### src/rtl/attn_row_scheduler.sv
// Attention row scheduler: walks Q rows x K/V rows into the dot-product stage with a row credit limit.
// Optional stall counter port/logic when SCHED_PERF_CNT_EN is defined.
`ifndef MAX_SEQ_LENGTH
`define MAX_SEQ_LENGTH 64
`endif

module attn_row_scheduler #(
    parameter int Q_ROWS_MAX = 64,
    parameter int SEQ_LEN    = `MAX_SEQ_LENGTH,
    parameter int MAX_OUT    = 2
) (
    input  logic                            clk,
    input  logic                            rst,
    input  logic                            start,
    input  logic [$clog2(Q_ROWS_MAX+1)-1:0] q_len,
    input  logic [$clog2(SEQ_LEN+1)-1:0]    k_len,
    input  logic                            abort,
    output logic                            req_vld,
    input  logic                            req_rdy,
    output logic [$clog2(Q_ROWS_MAX)-1:0]   req_q_idx,
    output logic [$clog2(SEQ_LEN)-1:0]      req_k_idx,
    output logic                            req_first,
    output logic                            req_last,
    input  logic                            row_retire,
    output logic                            busy,
    output logic                            done,
    output logic                            err
`ifdef SCHED_PERF_CNT_EN
    ,
    output logic [31:0]                     stall_cnt
`endif
);

    // state  | meaning
    // IDLE   | waiting for start
    // ISSUE  | issuing (q,k) requests, credit-limited at row boundaries
    // DRAIN  | all requests issued, waiting for outstanding rows to retire
    // DONE   | one-cycle completion pulse
    typedef enum logic [1:0] {S_IDLE, S_ISSUE, S_DRAIN, S_DONE} state_t;

    localparam int QLW = $clog2(Q_ROWS_MAX + 1);
    localparam int QIW = $clog2(Q_ROWS_MAX);
    localparam int KLW = $clog2(SEQ_LEN + 1);
    localparam int KIW = $clog2(SEQ_LEN);
    localparam int OW  = $clog2(MAX_OUT + 1);

    localparam logic [QLW-1:0] Q_ONE    = QLW'(1);
    localparam logic [KLW-1:0] K_ONE    = KLW'(1);
    localparam logic [OW-1:0]  O_ONE    = OW'(1);
    localparam logic [OW-1:0]  OUT_FULL = OW'(MAX_OUT);

    state_t         state_q, state_d;
    logic [QLW-1:0] q_len_q, q_len_d;
    logic [KLW-1:0] k_len_q, k_len_d;
    logic [QLW-1:0] q_idx_q, q_idx_d;
    logic [KLW-1:0] k_idx_q, k_idx_d;
    logic [OW-1:0]  out_q, out_d;
    logic           req_vld_q, req_vld_d;
    logic           req_first_q, req_first_d;
    logic           req_last_q, req_last_d;
    logic           busy_q, busy_d;
    logic           done_q, done_d;
    logic           err_q, err_d;
    logic           xfer, row_xfer, retire_ok;

    always_comb begin
        xfer      = req_vld_q && req_rdy;
        row_xfer  = xfer && req_last_q;
        retire_ok = row_retire && (out_q != '0);

        state_d = state_q;
        q_len_d = q_len_q;
        k_len_d = k_len_q;
        q_idx_d = q_idx_q;
        k_idx_d = k_idx_q;
        err_d   = err_q || (row_retire && (out_q == '0));

        out_d = out_q;
        if (row_xfer && !retire_ok) begin
            out_d = out_q + O_ONE;
        end else if (!row_xfer && retire_ok) begin
            out_d = out_q - O_ONE;
        end

        case (state_q)
            S_IDLE: begin
                if (start) begin
                    if ((q_len != '0) && (k_len != '0)) begin
                        q_len_d = q_len;
                        k_len_d = k_len;
                        q_idx_d = '0;
                        k_idx_d = '0;
                        state_d = S_ISSUE;
                    end else begin
                        state_d = S_DONE;
                    end
                end
            end
            S_ISSUE: begin
                if (xfer) begin
                    if (req_last_q) begin
                        k_idx_d = '0;
                        q_idx_d = q_idx_q + Q_ONE;
                        if (q_idx_q == (q_len_q - Q_ONE)) begin
                            state_d = S_DRAIN;
                        end
                    end else begin
                        k_idx_d = k_idx_q + K_ONE;
                    end
                end
            end
            S_DRAIN: begin
                if (out_q == '0) begin
                    state_d = S_DONE;
                end
            end
            S_DONE: begin
                state_d = S_IDLE;
            end
            default: begin
                state_d = S_IDLE;
            end
        endcase

        if (abort) begin
            state_d = S_IDLE;
            q_idx_d = '0;
            k_idx_d = '0;
            out_d   = '0;
        end

        // Outputs are registered, so they are derived from the next-cycle values.
        req_vld_d   = (state_d == S_ISSUE) && !((k_idx_d == '0) && (out_d == OUT_FULL));
        req_first_d = (state_d == S_ISSUE) && (k_idx_d == '0);
        req_last_d  = (state_d == S_ISSUE) && (k_idx_d == (k_len_d - K_ONE));
        busy_d      = (state_d != S_IDLE);
        done_d      = (state_d == S_DONE);
    end

    always_ff @(posedge clk) begin
        if (rst) begin
            state_q     <= S_IDLE;
            q_len_q     <= '0;
            k_len_q     <= '0;
            q_idx_q     <= '0;
            k_idx_q     <= '0;
            out_q       <= '0;
            req_vld_q   <= 1'b0;
            req_first_q <= 1'b0;
            req_last_q  <= 1'b0;
            busy_q      <= 1'b0;
            done_q      <= 1'b0;
            err_q       <= 1'b0;
        end else begin
            state_q     <= state_d;
            q_len_q     <= q_len_d;
            k_len_q     <= k_len_d;
            q_idx_q     <= q_idx_d;
            k_idx_q     <= k_idx_d;
            out_q       <= out_d;
            req_vld_q   <= req_vld_d;
            req_first_q <= req_first_d;
            req_last_q  <= req_last_d;
            busy_q      <= busy_d;
            done_q      <= done_d;
            err_q       <= err_d;
        end
    end

    assign req_vld   = req_vld_q;
    assign req_q_idx = q_idx_q[QIW-1:0];
    assign req_k_idx = k_idx_q[KIW-1:0];
    assign req_first = req_first_q;
    assign req_last  = req_last_q;
    assign busy      = busy_q;
    assign done      = done_q;
    assign err       = err_q;

`ifdef SCHED_PERF_CNT_EN
    logic [31:0] stall_cnt_q, stall_cnt_d;

    always_comb begin
        stall_cnt_d = stall_cnt_q;
        if ((state_q == S_IDLE) && start && !abort) begin
            stall_cnt_d = '0;
        end else if ((state_q == S_ISSUE) && (!req_vld_q || !req_rdy) && (stall_cnt_q != '1)) begin
            stall_cnt_d = stall_cnt_q + 32'd1;
        end
    end

    always_ff @(posedge clk) begin
        if (rst) begin
            stall_cnt_q <= '0;
        end else begin
            stall_cnt_q <= stall_cnt_d;
        end
    end

    assign stall_cnt = stall_cnt_q;
`endif

endmodule

### config.mk
export PLATFORM = sky130hd
export DESIGN_NAME = attn_row_scheduler
export DESIGN_NICKNAME = d
export VERILOG_FILES = /design/src/rtl/attn_row_scheduler.sv
export SDC_FILE = /design/constraint.sdc
export NUM_CORES = 1
export LEC_CHECK = 0
export BUFFER_PORTS_ARGS = -buffer_cell sky130_fd_sc_hd__buf_4
export CAP_MARGIN = 0
export CORE_ASPECT_RATIO = 1.5
export CORE_MARGIN = 3
export CORE_UTILIZATION = 55
export DETAILED_ROUTE_END_ITERATION = 10
export MAX_ROUTING_LAYER = met4
export PLACE_DENSITY = 0.76
export SYNTH_ARGS = -nofsm -noshare
export SYNTH_HDL_FRONTEND = slang
export SYNTH_SLANG_ARGS = --single-unit
### constraint.sdc
create_clock -name clk -period 7 [get_ports clk]
set_input_delay 0.7 -clock clk [delete_from_list [all_inputs] [get_ports clk]]
set_output_delay 0.7 -clock clk [all_outputs]
set_load 0.03 [all_outputs]
* Word-level counts from Yosys, hierarchy flattened
Index checks and enable logic that the tools add are counted.
Cells by class: $add $sub $neg 6, eq/ne operators 12, multiplexer cells 25, reductions and logical operators 26
Operators by type and width (number):
- $mux W7 | 12
- $pmux W7 S2 | 2
- $mux W2 | 10
- $add A7 B1 Y7 const B | 2
- $eq A7 B7 Y1 | 2
- $reduce_bool A7 Y1 | 2
- $sub A7 B1 Y7 const B | 2
- $logic_and A1 B1 Y1 | 11
- $eq A2 B2 Y1 const B | 4
- $ne A2 B2 Y1 const B | 4
- $pmux W2 S4 | 1
- $logic_not A7 Y1 | 1
- $reduce_bool A2 Y1 | 3
- $reduce_and A5 Y1 | 1
- $eq A2 B1 Y1 const B | 2
- $logic_not A2 Y1 | 2
- $logic_not A1 Y1 | 3
- $reduce_and A3 Y1 | 1
- $add A2 B1 Y2 const B | 1
- $reduce_or A2 Y1 | 1
- $sub A2 B1 Y2 const B | 1
- $logic_or A1 B1 Y1 | 1
Storage, ports and cells: bits in registers 38, input bits 20, word-level logic and storage cells 81

* Logic depth before layout (Yosys ltp)
Gate-level depths: netlist of run 1.
depth after elaboration 11, mapped depth 15, gate-level depth less buffers 12

* Worst setup path after synthesis of run 1
Ideal clock, no wire load.
path type in2reg, from input q_len[4], to register req_last_q, in the netlist req_last, setup time 0.079 ns, arrival time 3.874 ns, required time 6.921 ns, setup slack 3.046 ns, cell stages on the path 14, buffers on the path 2, cells stage by stage or4_4 or4_4 nand3_4 buf_12 buf_2 mux2i_1 ha_1 inv_1 or3_1 nor4_1 or2_2 nand4_1 a2111o_1 a211oi_2
Between the ends: word-level cells in the longest chain between the ends 8
Ends and longest elaborated chain:
- start, declared | line 15 | input logic [$clog2(Q_ROWS_MAX+1)-1:0] q_len,
- $reduce_bool A7 Y1 (*) | line 88 | if ((q_len != '0) && (k_len != '0)) begin
- $logic_and A1 B1 Y1 (*) | line 88
- $mux W7 / $mux W2 (equally long branches) | line 88
- $mux W7 / $mux W2 (equally long branches) | line 87 | if (start) begin
- $mux W7, or another cell as far along | line 85 | case (state_q)
- $sub A7 B1 Y7, or another cell as far along | line 135 | req_last_d = (state_d == S_ISSUE) && (k_idx_d == (k_len_d - K_ONE));
- $eq A7 B7 Y1 / $eq A2 B1 Y1 (equally long branches) | line 135
- $logic_and A1 B1 Y1 (*) | line 135
- end signal, assigned | line 163 | req_last_q <= req_last_d;
- end, declared | line 60 | logic req_last_q, req_last_d;
Every way passes the cells marked *; elsewhere a longest branch is shown, timed or not. A chain may end at the register's enable or synchronous reset.

* Worst setup path after layout of run 1
Ends and elaborated chain as after synthesis.

==> results of run 1 <==
==> sequential cells by signal, indices dropped and copies added (netlist names), 2 cells and up <==
name,flops
k_idx_q,7
q_len_q,7
out_q,2
state_q,2
k_len_q,7
q_idx_q,7
==> cell usage after synthesis (4+ instances only) <==
cell,instances
nand2b_1,4
o21ai_0,5
ha_1,5
a21oi_1,14
dfxtp_1,38
clkbuf_1,8
nor4_1,6
buf_4,12
nand3_1,10
nor2_1,33
xor2_1,12
nand2_1,28
a311oi_1,4
xnor2_1,13
inv_1,8
nor3_1,18
mux2i_1,10
and3_1,4
nand4_1,4
==> logic make-up (layout without fill, tap and decap cells) <==
| group | after synthesis | in the layout | share of synthesized area [%] |
|---|---|---|---|
| buffers and inverters | 33 | 53 | 8.058 |
| muxes | 11 | 11 | 4.749 |
| AOI/OAI and AO/OA | 49 | 49 | 14.67 |
| DFF | 38 | 38 | 32.44 |
| and+or+nand+nor | 128 | 128 | 28.07 |
| adders and majority gates | 5 | 5 | 2.668 |
| xor gates and xnor gates | 25 | 25 | 9.338 |
==> final cells by class <==
| cell class | count | area, um2 |
|---|---|---|
| tap | 45 | 56.30 |
| sequential | 38 | 760.7 |
| clock inverter | 2 | 10.01 |
| timing repair buffer | 38 | 285.3 |
| inverter | 8 | 30.03 |
| multi-input combinational | 218 | 1400 |
| fill | 370 | 1418 |
| clock buffer | 5 | 68.82 |
==> power by group through the flow <==
stage | clock network [mW] | registers, mW | logic, mW
after floorplan | 0 | 0.234 | 0.0523
after global placement | 0 | 0.233 | 0.0748
after detailed placement | 0 | 0.234 | 0.0755
after CTS | 0.147 | 0.229 | 0.0761
after global routing | 0.159 | 0.230 | 0.0842
final | 0.144 | 0.229 | 0.0761
==> tightest hold or removal path: stages (launching register included) <==
cell     delay, ns
dfxtp_1       0.32
nand2_1       0.05
a21oi_1       0.05
==> worst paths after layout <==
check / startpoint / end / depth (start not counted)
worst min-delay path: q_len_q[6] / q_len_q[6] / 2
worst max-delay path: q_len[4] / req_last / 13
worst min register to register: q_len_q[6] / q_len_q[6] / 2
worst max register to register: state_q[0] / req_last / 12
==> stage by stage <==
step / hold slack [ns] / utilization [%] / power (mW) / worst slack, ns / cells
6_report: 0.4708 / 64.81 / 0.4486 / 3.113 / 354
5_1_grt: 0.5175 / 64.81 / 0.4731 / 2.933 / 354
4_1_cts: 0.4724 / 64.81 / 0.4520 / 3.162 / 354
3_5_place_dp: 0.4626 / 62.86 / 0.3092 / 2.877 / 347
3_3_place_gp: 0.4556 / 62.86 / 0.3083 / 2.960 / 347
2_1_floorplan: 0.4478 / - / 0.2864 / 3.046 / 289
==> routing by layer <==
| metal | track usage (%) | vias to the layer above | wire length (um) |
|---|---|---|---|
| met5 | - | - | 0 |
| met4 | 9.897 | 0 | 130 |
| met3 | 4.367 | 10 | 225 |
| met2 | 42.29 | 50 | 3036 |
| met1 | 27.44 | 980 | 2237 |
| li1 | - | 1060 | - |
==> metrics.md, run 1 <==
| Metric | Value |
|---|---|
| Largest net degree at the start of global routing | `27` |
| Status | `completed` |
| Most used flip-flop cell after synthesis | `dfxtp_1` |
| CTS Buf Count | `5` |
| Final worst path period share | `between 50% and 60%` |
| GRT Overall Usage | `24.69%` |
| FF-to-FF setup slack | `approximately 3.8 ns` |
| First-pass GRT wire length | `about 9.5 mm` |
| Port buffer count | `37` |
| Clock tree sinks | `38` |
| Total Neg Setup Slack | `0 ns` |
| CP max stage cell | `or4_4` |
| Hpwl dp | `~4.2 mm` |
| Area after DPL | `between 0.002 and 0.003 mm2` |
| Final wirelength | `around 5.6 mm` |
| Worst skew pair latency | `around 0.29 ns` |
| Post-route cell area | `around 0.0026 mm2` |
| Area growth from synthesis to layout | `11.37%` |
| Crit path cell chain | `buf_4 > or4_4 > or4_4 > nand3_4 > mux2i_1 > ha_1 > inv_1 > or3_1 > a31oi_1 > or2_2 > nand4_1 > a2111o_1 > a211oi_2` |
| Setup-failing EPs final | `0` |
| Layout cell share with drive strength beyond 1 | `around 17%` |
| Core Box Area | `just over 0.004 mm2` |
| P_int | `around 0.32 mW` |
| Max_slew headroom | `58.04%` |
| GR Overflow Total | `0` |
| Overall die height | `approximately 86 um` |
| Area fraction of the dominant cell type after synthesis | `roughly a third` |
| H-tree depth | `2` |
| Post-Syn Area | `0.002345 mm2` |
| Site row count | `28` |
| Worst hold path type | `flop to flop` |
| CTS tree | `yes` |
| Critical path type | `primary input to flop` |
| GPL Wtd Cong | `~0.9` |
| Initial antenna violation count | `0` |
| PD cells | `between 150 and 200 mW/mm2` |
| Static Leak | `1.053 nW` |
| Starting Density | `roughly three fifths` |
| Yosys cell types | `between 50 and 60` |
| WP data required | `slightly above 7 ns` |
| Die width | `approximately 59 um` |
| Synth warn | `0` |
| Pins over their slew limit | `0` |
| Worst setup SP type | `primary input` |
| IO Pins | `38` |
| Synth top area cells | `dfxtp_1, nor2_1, xnor2_1` |
| Antenna viol nets, final | `0` |
| Final hold violations | `0` |
| RSZ-0062 raised after global routing | `no` |
| Drt via density | `5.932` |
| CP Capture Type | `flop` |
| CTS root buffer | `clkbuf_8` |
| Number of max-cap violations | `0` |
| Post-synth EDFFs | `0` |
| WL per Instance | `around 16 um` |
| Combinational share of power | `about 17%` |
| Commonest non-fill, non-tap cells in the layout | `dfxtp_1, buf_4, nor2_1, nand2_1, nor3_1` |
| Switching power | `around 0.13 mW` |
| Sequential fraction of design power | `between 50% and 60%` |
| Worst VDD drop | `roughly 0.00014 V` |
| Net Count, Synth | `314` |
| Top cell by count, worst path | `or4_4` |
| Min Tclk post-route | `3.887 ns` |
| Crit-path max cell delay | `roughly 0.54 ns` |
| Synth Instances | `around 290` |
| Clk buf depth | `2` |
| Clock Skew | `0.007710 ns` |
| Initial DRT Pass Iterations | `4` |
| Worst-path clk slew | `0.08 ns` |
| Nets | `approximately 330` |
| Die area | `a little over 0.005 mm2` |
| Register area share after synthesis | `between 30 and 40%` |
| Post-synth ARST share | `0%` |
| Avg Cell Area, Syn | `between 8 and 9 um2` |
| Ant. Diodes | `0` |
| Fmax | `about 260 MHz` |
| Buf/Inv on CP | `2` |
| # hold bufs at CTS | `0` |
| Worst-margin pin slew | `~0.62 ns` |
| Clock power share | `roughly 32%` |
| Leading area contributor after synthesis | `dfxtp_1` |
| Top delay family on crit path | `simple AND/OR/NAND/NOR gates` |
| Sw Ratio | `roughly 28%` |
| Via count | `between 2000 and 2500` |
| Resize count post-CTS | `0` |
| Synthesis-stage register bit count | `38` |
| CP arrival | `between 4 and 5 ns` |
| Post-CTS Setup Bufs | `0` |
| Vias in the first global route | `2024` |
| Initial DRC Count | `90` |
| Post-route DRC | `0` |
| Critical path fanouts, max | `21` |
Note: power is estimated with default switching activity, not from simulation.
==> run 2: changes to the inputs <==
--- a/config.mk
+++ b/config.mk
@@ -9,10 +9,10 @@
 export CAP_MARGIN = 0
 export CORE_ASPECT_RATIO = 1.5
 export CORE_MARGIN = 3
-export CORE_UTILIZATION = 55
+export CORE_UTILIZATION = 51
 export DETAILED_ROUTE_END_ITERATION = 10
 export MAX_ROUTING_LAYER = met4
-export PLACE_DENSITY = 0.76
+export PLACE_DENSITY = 0.74
 export SYNTH_ARGS = -nofsm -noshare
 export SYNTH_HDL_FRONTEND = slang
 export SYNTH_SLANG_ARGS = --single-unit
==> constraint.sdc (replaced) <==
create_clock -name clk -period 3.45 [get_ports clk]
set_input_delay 0.345 -clock clk [delete_from_list [all_inputs] [get_ports clk]]
set_output_delay 0.345 -clock clk [all_outputs]
set_load 0.03 [all_outputs]
==> run 2 against run 1 <==
Worst setup slack got worse by 2.9 ns. Register-to-register slack got worse by 3.2 ns. Core utilization decreased by 2.4 points. Die area increased by 7.2%. Flip-flop and latch count unchanged. Cell count increased by 2.5%. First-iteration DRC count increased by 6.7%. Combinational power increased by 120%. Clock power increased by 120%. Non-clock buffer count increased by 7. Critical path type unchanged. Largest cell class unchanged.
==> metrics.md, run 2 (same netlist as run 1, synthesis figures left out) <==
| Metric | Value |
|---|---|
| Final worst path period share | `a little over nine tenths` |
| Area growth from synthesis to layout | `14.94%` |
| # hold bufs at CTS | `0` |
| GPL Wtd Cong | `0.9270` |
| Fillcell total | `between 400 and 500` |
| Worst hold path type | `primary input to flop` |
| IO Pins | `38` |
| Post-route DRC | `0` |
| Clock tree sinks | `38` |
| GR Overflow Total | `0` |
| CTS tree | `yes` |
| Crit path cell chain | `buf_4 > or4_4 > or4_4 > nand3_4 > mux2i_1 > ha_2 > inv_1 > or3_1 > a31oi_2 > or2_4 > nand4_1 > a2111o_1 > a211oi_2` |
| Nets | `~340` |
| First-pass GRT wire length | `9.301 mm` |
| Critical path fanouts, max | `3` |
| Worst-margin pin slew | `around 0.6 ns` |
| Drt via density | `about 5.9` |
| Critical path type | `primary input to flop` |
| Core Box Area | `about 0.0043 mm2` |
| H-tree depth | `2` |
| Die area | `0.005464 mm2` |
| GRT Overall Usage | `a little under a quarter` |
| Antenna viol nets, final | `0` |
| Final hold violations | `0` |
| Crit-path max cell delay | `approximately 0.53 ns` |
| CP max stage cell | `or4_4` |
| Die width | `61.36 um` |
| Initial antenna violation count | `0` |
| Final wirelength | `~5.6 mm` |
| RSZ-0062 raised after global routing | `no` |
| Worst-path clk slew | `roughly 0.08 ns` |
| Post-CTS Setup Bufs | `0` |
| Commonest non-fill, non-tap cells in the layout | `buf_4, dfxtp_1, nor2_1, nand2_1, nor3_1` |
| Resize count post-CTS | `0` |
| Via count | `2144` |
| Pins over their slew limit | `0` |
| CTS Buf Count | `5` |
| WP data required | `between 3 and 4 ns` |
| Ant. Diodes | `0` |
| Commonest non-fill, non-tap cell in the layout | `buf_4` |
| Site row count | `29` |
| Overall die height | `89.05 um` |
| Status | `completed` |
| Min Hold Slack | `0.2943 ns` |
| Initial DRT Pass Iterations | `5` |
| Max_slew headroom | `60.20%` |
| Number of max-cap violations | `0` |
| Starting Density | `between 50% and 60%` |
| CTS root buffer | `clkbuf_8` |
| Initial DRC Count | `between 90 and 100` |
| Multi-input gate area | `~0.0014 mm2` |
| Min Tclk post-route | `between 3 and 4 ns` |
| Largest net degree at the start of global routing | `27` |
| Vias in the first global route | `about 2000` |
| Reg area | `760.7 um2` |
| Worst VDD drop | `0.0001879 V` |
| Clk buf depth | `2` |
| Worst setup SP type | `primary input` |
| Layout cell share with drive strength beyond 1 | `20.19%` |
| Setup-failing EPs final | `0` |
| PD cells | `353.2 mW/mm2` |
| Total power | `about 0.95 mW` |
| WL per Instance | `approximately 15 um` |
| CP arrival | `3.46 ns` |
| Port buffer count | `37` |
| Top cell by count, worst path | `or4_4` |
| Fmax | `308.5 MHz` |
| CP Capture Type | `flop` |
| FF-to-FF setup slack | `around 0.62 ns` |
| Clock Skew | `0.009956 ns` |
| Static Leak | `1.091 nW` |
| Worst skew pair latency | `roughly 0.29 ns` |
| Hpwl dp | `roughly 4.3 mm` |
[run 2: cell count changes in the layout (fill, tap and decap cells not counted), sizes merged]
| cell | change |
|---|---|
| clkbuf | +2 |
| buf | +7 |
| clkinv | -1 |
[run 2: path summary, 6_finish.rpt]
kind	from	to	cells past startpoint
hold reg to reg	q_len_q[6]	q_len_q[6]	2
hold / removal	row_retire	err	3
setup reg to reg	state_q[1]	req_last	12
setup / recovery	q_len[4]	req_last	13
[run 2: stage by stage]
step	instance area, um2	TNS (ns)	setup slack, ns	utilization, %	cells
floorplan	2362	-0.07815	-0.07815	-	289
global placement	2597	-0.01530	-0.01530	60.16	355
detailed placement	2597	-0.1147	-0.1147	60.16	355
CTS	2689	0	0.1868	62.27	363
global route	2695	0	0.05507	62.42	363
finish	2695	0	0.2088	62.42	363
[run 2: worst max-delay path, delay by kind of cell]
| family | cells | cell delay [ns] |
|---|---|---|
| mux | 1 | 0.25 |
| fa+ha+maj | 1 | 0.21 |
| simple gates | 6 | 1.67 |
| buf+inv | 2 | 0.17 |
| compound gates | 3 | 0.81 |
[run 2: metal layers]
| metal | wire (um) | up-vias | GRT usage (%) |
|---|---|---|---|
| li1 | - | 1077 | - |
| met1 | 2296 | 1008 | 25.29 |
| met2 | 3010 | 49 | 40.66 |
| met3 | 207 | 10 | 4.624 |
| met4 | 109 | 0 | 7.915 |
| met5 | 0 | - | - |
[run 2: layout make-up]
type	count	area share, %
clock buffer	7	3.203
sequential	38	28.23
inverter	8	1.114
multi-input combinational	218	52.60
tap	46	2.136
timing repair buffer	45	12.53
clock inverter	1	0.1857
[run 2: power breakdown]
group          internal, mW  switching (mW)  leakage, nW
Sequential            0.452          0.0108        0.310
Clock                 0.161           0.159       0.0482
Combinational        0.0748          0.0938        0.733
Total                 0.688           0.264         1.09
==> run 3: changes to the inputs <==
--- a/config.mk
+++ b/config.mk
@@ -7,9 +7,11 @@
 export LEC_CHECK = 0
 export BUFFER_PORTS_ARGS = -buffer_cell sky130_fd_sc_hd__buf_4
 export CAP_MARGIN = 0
+export CELL_PAD_IN_SITES_DETAIL_PLACEMENT = 0
+export CELL_PAD_IN_SITES_GLOBAL_PLACEMENT = 1
 export CORE_ASPECT_RATIO = 1.5
 export CORE_MARGIN = 3
-export CORE_UTILIZATION = 51
+export CORE_UTILIZATION = 38
 export DETAILED_ROUTE_END_ITERATION = 10
 export MAX_ROUTING_LAYER = met4
 export PLACE_DENSITY = 0.74
==> run 3 against run 2 <==
Global-route usage shrank 5.9 points. Register-to-register slack lost 0.04 ns. Via count shrank 0.19%. Fmax shrank 0.41%. Critical path depth is the same. Hold slack gained 0.0021 ns. Combinational power is essentially flat. Worst setup slack lost 0.013 ns. Cell count grew 7.7%. First-iteration DRC count grew 45%. Sequential share of layout area shrank 0.60 points. Critical endpoint unchanged. Largest cell class unchanged. Largest power group unchanged.
==> metrics.md, run 3 (same netlist as run 1, synthesis figures left out) <==
| Metric | Value |
|---|---|
| CTS tree | `yes` |
| # hold bufs at CTS | `0` |
| Die width | `between 70 and 80 um` |
| Final worst path period share | `a little over nine tenths` |
| PD cells | `approximately 370 mW/mm2` |
| CP max stage cell | `or4_4` |
| Fillcell total | `600` |
| IO Pins | `38` |
| Hpwl dp | `approximately 4.6 mm` |
| Final hold violations | `0` |
| CTS root buffer | `clkbuf_8` |
| Critical path type | `primary input to flop` |
| Pre-CTS setup slack | `-0.07249 ns` |
| Fmax | `roughly 300 MHz` |
| CTS Buf Count | `5` |
| Nets | `approximately 340` |
| Drt via density | `roughly 5.5` |
| Antenna viol nets, final | `0` |
| Die area | `between 0.007 and 0.008 mm2` |
| GR Overflow Total | `0` |
| Setup-failing EPs final | `0` |
| Met2 wire len | `between 3 and 4 mm` |
| Clock tree sinks | `38` |
| Commonest non-fill, non-tap cells in the layout | `buf_4, dfxtp_1, nor2_1, nand2_1, nor3_1` |
| Resize count post-CTS | `0` |
| Core Box Area | `around 0.0059 mm2` |
| Worst VDD drop | `around 0.00022 V` |
| Post-CTS Setup Bufs | `0` |
| Dpl cells | `383` |
| Wl on met1 | `around 2.6 mm` |
| Layout cell share with drive strength beyond 1 | `about a fifth` |
| Static Leak | `roughly 1.1 nW` |
| Largest net degree at the start of global routing | `27` |
| Crit-path max cell delay | `between 0.5 and 0.6 ns` |
| Pins over their slew limit | `0` |
| H-tree depth | `2` |
| CP Capture Type | `flop` |
| First-pass GRT wire length | `~9.6 mm` |
| Max_slew headroom | `around 43%` |
| Final WS setup | `0.1954 ns` |
| Starting Density | `approximately two fifths` |
| CP arrival | `~3.5 ns` |
| RSZ-0062 raised after global routing | `no` |
| Worst-path clk slew | `0.07 ns` |
| WP data required | `3.66 ns` |
| Top cell by count, worst path | `or4_4` |
| Via count | `2140` |
| Status | `completed` |
| Worst skew pair latency | `~0.29 ns` |
| Site row count | `34` |
| WL met3 | `about 180 um` |
| Clock Skew | `0.005446 ns` |
| Port buffer count | `37` |
| Initial DRT Pass Iterations | `4` |
| Area growth from synthesis to layout | `17.45%` |
| Initial DRC Count | `139` |
| Ant. Diodes | `0` |
| Commonest non-fill, non-tap cell in the layout | `buf_4` |
| Worst-margin pin slew | `approximately 0.85 ns` |
| Number of max-cap violations | `0` |
| Highest metal used | `met4` |
| Post-route DRC | `0` |
| Crit path cell chain | `buf_4 > or4_4 > or4_4 > nand3_4 > mux2i_1 > ha_2 > inv_1 > or3_1 > a31oi_1 > or2_4 > nand4_1 > a2111o_1 > a211oi_2` |
| Total power | `~1.0 mW` |
| Worst setup SP type | `primary input` |
| Vias in the first global route | `between 2000 and 2500` |
| WL per Instance | `15.31 um` |
| GPL Wtd Cong | `~0.94` |
| Cell Count, Final, Fillers Out | `approximately 400` |
| GRT Overall Usage | `between 10% and 20%` |
| Overall die height | `just over 100 um` |
| Worst hold path type | `primary input to flop` |
| Min Tclk post-route | `about 3.3 ns` |
| Post-route cell area | `0.002754 mm2` |
| Total Neg Setup Slack | `0 ns` |
| Critical path fanouts, max | `4` |
| Initial antenna violation count | `0` |
| Area after DPL | `around 0.0026 mm2` |
| Clk buf depth | `2` |
| Final wirelength | `~6 mm` |
[run 3: routing by layer]
metal	up-vias	global-route usage [%]
met5	-	-
met1	993	19.27
met2	55	31.25
met3	15	2.461
li1	1077	-
met4	0	5.752
[run 3: layout make-up]
class                           instances  area, um2  area share, %
Timing Repair Buffer                   47      352.8          12.81
Clock buffer                            5      68.82          2.499
Clock inverter                          3      40.04          1.454
Multi-Input combinational cell        218       1411          51.25
Tap cell                               72      90.09          3.271
Sequential cell                        38      760.7          27.62
Inverter                                8      30.03          1.090
[run 3: worst max-delay path: cells and delay by family]
family	cells	cell delay (ns)
AND/OR/NAND/NOR	6	1.68
AO/OA/AOI/OAI	3	0.79
multiplexers	1	0.26
adder cells (fa/ha/maj)	1	0.21
buffers and inverters	2	0.17
[run 3: path summary, 6_finish.rpt]
path                            startpoint          to  slack (ns)  cells past startpoint
worst max-delay path              q_len[4]    req_last        0.20                     13
worst min register to register  q_len_q[6]  q_len_q[6]        0.47                      2
worst min-delay path            row_retire         err        0.30                      3
worst max register to register  state_q[1]    req_last        0.58                     12
[run 3: through the flow]
| stage | hold slack, ns | utilization (%) |
|---|---|---|
| 6_report | 0.2964 | 46.91 |
| 3_3_place_gp | 0.4577 | 45.06 |
| 2_1_floorplan | 0.4478 | - |
| 3_5_place_dp | 0.4609 | 45.06 |
| 5_1_grt | 0.3098 | 46.91 |
| 4_1_cts | 0.2923 | 46.91 |
[run 3: power by group]
group,internal (mW),leakage [nW],switching [mW]
registers,0.452,0.310,0.0110
logic,0.0763,0.743,0.0958
clock network,0.213,0.0579,0.162
